File: config.mk
export PLATFORM = sky130hd
export DESIGN_NAME = encoder_fifo_tx
export DESIGN_NICKNAME = d
export VERILOG_FILES = /design/src/rtl/lpc_tx_pkg.sv /design/src/rtl/tx_sample_fifo.sv /design/src/rtl/encoder_fifo_tx.sv
export SDC_FILE = /design/constraint.sdc
export NUM_CORES = 2
export LEC_CHECK = 0
export BUFFER_PORTS_ARGS = -buffer_cell sky130_fd_sc_hd__buf_2
export CAP_MARGIN = 5
export CORE_UTILIZATION = 35
export DETAILED_ROUTE_END_ITERATION = 8
export PLACE_DENSITY = 0.5
export SLEW_MARGIN = 20
export SYNTH_ARGS = -nofsm -noshare
export SYNTH_HDL_FRONTEND = slang
export SYNTH_SLANG_ARGS = --single-unit
File: constraint.sdc
create_clock -name ACLK -period 8.8 [get_ports ACLK]
set_input_delay 1.32 -clock ACLK [delete_from_list [all_inputs] [get_ports ACLK]]
set_output_delay 1.32 -clock ACLK [all_outputs]
set_load 0.005 [all_outputs]
File: src/rtl/lpc_tx_pkg.sv
// Shared types and constants for the LPC transmit path (encoder FIFO + beat packer).
package lpc_tx_pkg;

   localparam int unsigned DATA_WIDTH_DFLT       = 16;
   localparam int unsigned SAMPLES_PER_BEAT_DFLT = 5;
   localparam int unsigned BEAT_WIDTH            = DATA_WIDTH_DFLT * SAMPLES_PER_BEAT_DFLT;

   // A single-lane beat still needs a one-bit counter.
   function automatic int unsigned lane_cnt_width(input int unsigned spb);
      return (spb > 1) ? $clog2(spb) : 1;
   endfunction

   localparam int unsigned LANE_CNT_WIDTH = lane_cnt_width(SAMPLES_PER_BEAT_DFLT);

   typedef enum logic {
      StFill = 1'b0,
      StSend = 1'b1
   } tx_state_e;

endpackage

File: src/rtl/tx_sample_fifo.sv
// First-word-fall-through synchronous FIFO holding {last, sample} entries for the packer.
module tx_sample_fifo #(
   parameter int unsigned DEPTH = 128,
   parameter int unsigned WIDTH = 17
) (
   input  logic             clk_i,
   input  logic             rst_i,
   input  logic             wr_en_i,
   input  logic [WIDTH-1:0] wr_data_i,
   input  logic             rd_en_i,
   output logic [WIDTH-1:0] rd_data_o,
   output logic             full_o,
   output logic             empty_o,
   output logic             overflow_o
);

   localparam int unsigned AddrW = $clog2(DEPTH);
   localparam int unsigned PtrW  = AddrW + 1;

   logic [PtrW-1:0]  wr_ptr_q, wr_ptr_d;
   logic [PtrW-1:0]  rd_ptr_q, rd_ptr_d;
   logic [WIDTH-1:0] mem_q [DEPTH];
   logic [WIDTH-1:0] mem_d [DEPTH];
   logic             push;
   logic             pop;

   // Extra pointer MSB distinguishes full from empty when the address bits match.
   assign full_o     = (wr_ptr_q[AddrW] != rd_ptr_q[AddrW]) &&
                       (wr_ptr_q[AddrW-1:0] == rd_ptr_q[AddrW-1:0]);
   assign empty_o    = (wr_ptr_q == rd_ptr_q);
   assign push       = wr_en_i && !full_o;
   assign pop        = rd_en_i && !empty_o;
   assign overflow_o = wr_en_i && full_o;
   assign rd_data_o  = mem_q[rd_ptr_q[AddrW-1:0]];

   always_comb begin
      mem_d    = mem_q;
      wr_ptr_d = wr_ptr_q;
      rd_ptr_d = rd_ptr_q;
      if (push) begin
         mem_d[wr_ptr_q[AddrW-1:0]] = wr_data_i;
         wr_ptr_d                   = wr_ptr_q + PtrW'(1);
      end
      if (pop) begin
         rd_ptr_d = rd_ptr_q + PtrW'(1);
      end
   end

   always_ff @(posedge clk_i) begin
      if (rst_i) begin
         wr_ptr_q <= '0;
         rd_ptr_q <= '0;
      end else begin
         wr_ptr_q <= wr_ptr_d;
         rd_ptr_q <= rd_ptr_d;
      end
   end

   always_ff @(posedge clk_i) begin
      mem_q <= mem_d;
   end

endmodule

File: src/rtl/encoder_fifo_tx.sv
// Sample FIFO plus packer: groups samples into multi-lane AXI-Stream beats split at packet ends.
// Optional TKEEP output is enabled by defining ENCODER_FIFO_TX_TKEEP_EN.
module encoder_fifo_tx
   import lpc_tx_pkg::*;
#(
   parameter int unsigned DEPTH            = 128,
   parameter int unsigned DATA_WIDTH       = DATA_WIDTH_DFLT,
   parameter int unsigned SAMPLES_PER_BEAT = SAMPLES_PER_BEAT_DFLT
) (
   input  logic                                   ACLK,
   input  logic                                   ARESET,
   input  logic                                   EN,
   input  logic                                   WR_EN,
   input  logic [DATA_WIDTH-1:0]                  WR_DATA,
   input  logic                                   WR_LAST,
   output logic                                   FIFO_FULL,
   output logic                                   OVERFLOW,
   output logic [DATA_WIDTH*SAMPLES_PER_BEAT-1:0] TDATA,
   output logic                                   TVALID,
   input  logic                                   TREADY,
   output logic                                   TUSER,
   output logic                                   TLAST
`ifdef ENCODER_FIFO_TX_TKEEP_EN
   ,
   output logic [SAMPLES_PER_BEAT-1:0]            TKEEP
`endif
);

   localparam int unsigned BeatW = DATA_WIDTH * SAMPLES_PER_BEAT;
   localparam int unsigned CntW  = lane_cnt_width(SAMPLES_PER_BEAT);

   logic                  fifo_empty;
   logic                  fifo_ovf;
   logic                  fifo_pop;
   logic [DATA_WIDTH:0]   fifo_rd;

   tx_state_e             state_q, state_d;
   logic [CntW-1:0]       cnt_q, cnt_d;
   logic [SAMPLES_PER_BEAT-1:0][DATA_WIDTH-1:0] lanes_q, lanes_d;
   logic [BeatW-1:0]      tdata_q, tdata_d;
   logic                  tuser_q, tuser_d;
   logic                  tlast_q, tlast_d;
   logic                  first_q, first_d;
   logic                  overflow_q, overflow_d;
`ifdef ENCODER_FIFO_TX_TKEEP_EN
   logic [SAMPLES_PER_BEAT-1:0] tkeep_q, tkeep_d;
`endif

   tx_sample_fifo #(
      .DEPTH (DEPTH),
      .WIDTH (DATA_WIDTH + 1)
   ) u_fifo (
      .clk_i      (ACLK),
      .rst_i      (ARESET),
      .wr_en_i    (WR_EN),
      .wr_data_i  ({WR_LAST, WR_DATA}),
      .rd_en_i    (fifo_pop),
      .rd_data_o  (fifo_rd),
      .full_o     (FIFO_FULL),
      .empty_o    (fifo_empty),
      .overflow_o (fifo_ovf)
   );

   always_comb begin
      state_d    = state_q;
      cnt_d      = cnt_q;
      lanes_d    = lanes_q;
      tdata_d    = tdata_q;
      tuser_d    = tuser_q;
      tlast_d    = tlast_q;
      first_d    = first_q;
      overflow_d = overflow_q | fifo_ovf;
      fifo_pop   = 1'b0;
`ifdef ENCODER_FIFO_TX_TKEEP_EN
      tkeep_d    = tkeep_q;
`endif

      unique case (state_q)
         StFill: begin
            if (EN && !fifo_empty) begin
               fifo_pop = 1'b1;
               for (int unsigned i = 0; i < SAMPLES_PER_BEAT; i++) begin
                  if (CntW'(i) == cnt_q) begin
                     lanes_d[i] = fifo_rd[DATA_WIDTH-1:0];
                  end
               end
               cnt_d = cnt_q + CntW'(1);
               // Beat closes on packet end or when the last lane is filled.
               if (fifo_rd[DATA_WIDTH] || (cnt_q == CntW'(SAMPLES_PER_BEAT - 1))) begin
                  state_d = StSend;
                  tdata_d = lanes_d;
                  tlast_d = fifo_rd[DATA_WIDTH];
                  tuser_d = first_q;
`ifdef ENCODER_FIFO_TX_TKEEP_EN
                  for (int unsigned i = 0; i < SAMPLES_PER_BEAT; i++) begin
                     tkeep_d[i] = (CntW'(i) <= cnt_q);
                  end
`endif
               end
            end
         end
         StSend: begin
            if (TREADY) begin
               state_d = StFill;
               cnt_d   = '0;
               lanes_d = '0;
               first_d = tlast_q;
            end
         end
         default: begin
            state_d = StFill;
         end
      endcase
   end

   always_ff @(posedge ACLK) begin
      if (ARESET) begin
         state_q    <= StFill;
         cnt_q      <= '0;
         lanes_q    <= '0;
         tdata_q    <= '0;
         tuser_q    <= 1'b0;
         tlast_q    <= 1'b0;
         first_q    <= 1'b1;
         overflow_q <= 1'b0;
`ifdef ENCODER_FIFO_TX_TKEEP_EN
         tkeep_q    <= '0;
`endif
      end else begin
         state_q    <= state_d;
         cnt_q      <= cnt_d;
         lanes_q    <= lanes_d;
         tdata_q    <= tdata_d;
         tuser_q    <= tuser_d;
         tlast_q    <= tlast_d;
         first_q    <= first_d;
         overflow_q <= overflow_d;
`ifdef ENCODER_FIFO_TX_TKEEP_EN
         tkeep_q    <= tkeep_d;
`endif
      end
   end

   assign TVALID   = (state_q == StSend);
   assign TDATA    = tdata_q;
   assign TUSER    = tuser_q;
   assign TLAST    = tlast_q;
   assign OVERFLOW = overflow_q;
`ifdef ENCODER_FIFO_TX_TKEEP_EN
   assign TKEEP    = tkeep_q;
`endif

endmodule

==> results.md <==
- Status: complete, no violations
- Via count: approximately 46k
- GP Congestion: about 0.8
- First-pass GRT wire length: 370 mm
- Post-Syn Area per Cell: a little over 20 sq um
- Clock Path Buffers: 3
- Final wirelength: 264 mm
- FP Rows: around 190
- Pleak: 31.2 nW
- Number of antenna violations at the first check in global routing: 12
- Area taken by multi-input logic gates: about 22000 sq um
- Ports: about 110
- Post-Synth Adder-Cell Area: 0.000951
- Die width: 515 microns
- Post-Synth Simple-Gate Area: 0.0228
- Flops & latches, synth: 2360
- Post-synth EDFFs: 2176
- IO Port Bufs: between 100 and 150
- Area Overhead vs Synth: 13.0%
- CP Capture Type: flop
- Total congestion overflow: 0
- # nets final: between 4k and 5k
- Sw Pwr: between 6 and 7 mW
- Crit path time final: around 4.9 ns
- Flop-to-flop setup slack: 3.88 ns
- Hold buffers post-CTS: 0
- DP HPWL: ~150 mm
- Hold_ws: around 0.47 ns
- Total GRT Usage: 0.197
- Mux contribution to synthesized area: 0.151
- Post-Syn Area: between 90000 and 100000 sq um
- Post-Synthesis Cells: around 4.6k
- Largest net degree at the start of global routing: 117
- Post-CTS setup buffer count: 0
- Post-DR wirelength/cell: 31.2 microns
- Layout fillers: around 23k
- Flop pwr share: 0.500
- Post-DRT Antenna Nets: 0
- Post-route DRC: 0
- Sw frac: 0.248
- Hold crit path type: flop to flop
- CTS Buf Count: about 240
- Slew Limit Fails: 0
- Yosys top cell area share: 0.709
- Critical Path Start Type: flop
- Xor and xnor area share after synthesis: 0.00219
- CTS Sinks: roughly 2.4k
- FFs w/ async S/R, synth: 0
- FF+latch area: around 69000 sq um
- Comb power frac: 0.118
- Vias in the first global route: 46.0k
- Dominant cell type by area after synthesis: edfxtp_1
- Worst slew margin: 0.211
- Total negative setup slack: 0 ns
- Post-CTS sizing: 0
- TritonCTS clock tree: yes
- Layout cells sized above 1: 0.247
- Sequential fraction of the synthesis area: 0.749
- Reg clk slew, reported paths: around 0.06 ns
- Initial DRC Count: between 5k and 6k
- Final hold vios: 0
- WP data required: 9.49 ns
- Final setup fails: 0
- Total Power: 24.9 mW
- Die ar.: ~270000 sq um
- Via density: roughly 5.5
- Power per Cell Area: roughly 240 nW/um^2
- Largest family of logic cells by synthesized area: multiplexers
- Synth Area in Compound Gates: 0.0514
- CTS root buf: clkbuf_16
- Arr. time, crit path: between 5 and 6 ns
- Initial DRT Pass Iterations: 5
- Post-synth net total: approximately 4.6k
- Starting density of the core: 0.353
- Power share of the clock group: 0.383
- Die span in y: slightly above 500 microns
- Final period util: 0.559
- H-tree Lvls: 4
- RSZ-0062 raised after global routing: false
- Worst vdd ir: approximately 0.16 mV
- Clock Latency Late Sink: ~0.90 ns
- Max cap viols: 0
- Final setup skew: just under 0.07 ns
- Worst Max-Slew Pin Slew: ~1.2 ns
- Top FF cell, synth: edfxtp_1
- Worst-path fanout max: 80
- Synth warn: 0
- Total core area: around 260000 sq um
- P_int: around 19 mW
- Setup Crit Path Kind: flop to flop
- Post-synthesis cell type count: 87
- Peak Freq: approximately 200 MHz
- Top cells by area, synth: edfxtp_1 (71%), mux4_2 (11%), dfxtp_1 (4.0%)
## synth_stat cells, types with 10 or more instances
cell type / n
nand3_1: 54
a311oi_1: 47
mux2i_1: 330
buf_6: 44
a31oi_1: 91
nor2b_1: 12
mux4_1: 17
buf_2: 69
a22oi_1: 53
edfxtp_1: 2176
dfxtp_1: 184
a211oi_1: 53
nor2_1: 187
xor2_1: 16
clkbuf_1: 95
a21oi_1: 33
a211oi_2: 10
mux4_2: 431
nand2_1: 142
o221ai_1: 41
a22o_1: 91
buf_4: 63
mux2_2: 37
a221o_1: 11
o22ai_1: 33
o22a_1: 16
a221oi_1: 24
buf_12: 11
## worst max-delay path, stage by stage, from the launching register on
cell and delay (ns):
dfxtp_4 0.93, buf_4 0.66, and2_2 0.31, buf_4 0.42, a22oi_1 0.21, nand3_1 0.22, o311ai_2 0.31, and4_1 0.34
nor3_4 0.11, buf_4 0.80, a311oi_1 0.22
## sequential cells by signal, indices dropped and copies added, names as in the netlist
signal and cells:
u_fifo.mem_q 2176, TVALID 1, cnt_q 3, OVERFLOW 1, TLAST 1, u_fifo.wr_ptr_q 8, first_q 1, TUSER 1
lanes_q 80, u_fifo.rd_ptr_q 8, TDATA 80
## worst paths after layout
check | startpoint | endpoint | cells after the start
hold / removal | lanes_q[10]$_SDFFE_PP0P_ | TDATA[10]$_SDFFE_PP0P_ | 2
setup reg to reg | u_fifo.rd_ptr_q[2]$_SDFFE_PP0P_ | TDATA[69]$_SDFFE_PP0P_ | 10
setup / recovery | u_fifo.rd_ptr_q[2]$_SDFFE_PP0P_ | TDATA[69]$_SDFFE_PP0P_ | 10
hold reg to reg | lanes_q[10]$_SDFFE_PP0P_ | TDATA[10]$_SDFFE_PP0P_ | 2
## per-stage QoR
stage / setup WS [ns] / cell area (sq um) / util / instances
6_report: 3.88 / 104000 / 0.399 / 8445
2_1_floorplan: 5.35 / 92100 / - / 4555
5_1_grt: 3.75 / 104000 / 0.399 / 8439
3_5_place_dp: 3.57 / 96800 / 0.371 / 7995
4_1_cts: 3.54 / 104000 / 0.399 / 8436
3_3_place_gp: 3.61 / 96500 / 0.370 / 7995
## power groups by stage
| stage | Sequential (mW) | Clock (mW) | Combinational [mW] |
|---|---|---|---|
| after floorplan | 12.6 | 0 | 2.07 |
| after global placement | 12.7 | 0 | 2.98 |
| after detailed placement | 12.7 | 0 | 2.99 |
| after CTS | 12.5 | 9.72 | 2.99 |
| after global routing | 12.5 | 10.1 | 3.11 |
| final | 12.5 | 9.54 | 2.94 |
## per-layer routing
| layer | track usage | wire length (microns) | part of all wire | vias to the layer above |
|---|---|---|---|---|
| met5 | 0 | 32 | 0.00012 | - |
| met4 | 0.0516 | 6240 | 0.024 | 6 |
| met3 | 0.0289 | 15800 | 0.060 | 294 |
| met2 | 0.313 | 125000 | 0.47 | 1616 |
| met1 | 0.283 | 117000 | 0.44 | 25100 |
| li1 | - | - | - | 19400 |
## cells in the final DEF (no fill, tap or decap), drive strengths merged, types with 8 or more instances in the layout
| cell | netlist | layout |
|---|---|---|
| a22o | 91 | 91 |
| o22a | 16 | 16 |
| inv | 10 | 20 |
| mux2i | 330 | 330 |
| a21oi | 38 | 38 |
| a221o | 11 | 11 |
| a221oi | 24 | 24 |
| mux2 | 37 | 37 |
| a311oi | 51 | 51 |
| a22oi | 59 | 59 |
| o221ai | 41 | 41 |
| o21ai | 14 | 14 |
| dfxtp | 184 | 184 |
| xor2 | 16 | 16 |
| mux4 | 448 | 448 |
| nand4 | 9 | 9 |
| buf | 198 | 242 |
| o22ai | 33 | 33 |
| nor2b | 12 | 12 |
| edfxtp | 2176 | 2176 |
| nand2 | 142 | 142 |
| a211oi | 63 | 63 |
| clkinv | 1 | 121 |
| nor2 | 188 | 188 |
| nand3 | 54 | 54 |
| a31oi | 99 | 99 |
| nand2b | 8 | 8 |
| nand3b | 10 | 10 |
| clkbuf | 96 | 303 |
| a211o | 9 | 9 |
| nor3 | 10 | 10 |
## layout make-up
type,count,area share
Sequential cell,2360,0.663
Inverter,11,0.000397
Multi-Input combinational cell,1888,0.208
Timing Repair Buffer,242,0.0166
Clock buffer,303,0.0602
Antenna cell,7,0.000168
Tap cell,3496,0.0420
Clock inverter,138,0.00928
## cells by family (layout without fill, tap and decap cells)
| logic type | count (synthesis) | in the layout |
|---|---|---|
| buf+inv | 307 | 694 |
| mux | 815 | 815 |
| simple gates | 466 | 466 |
| flops | 2360 | 2360 |
| fa+ha+maj | 7 | 7 |
| other cells | 0 | 7 |
| compound gates | 577 | 577 |
| xor+xnor | 23 | 23 |
(Power assumes the default switching activity.)
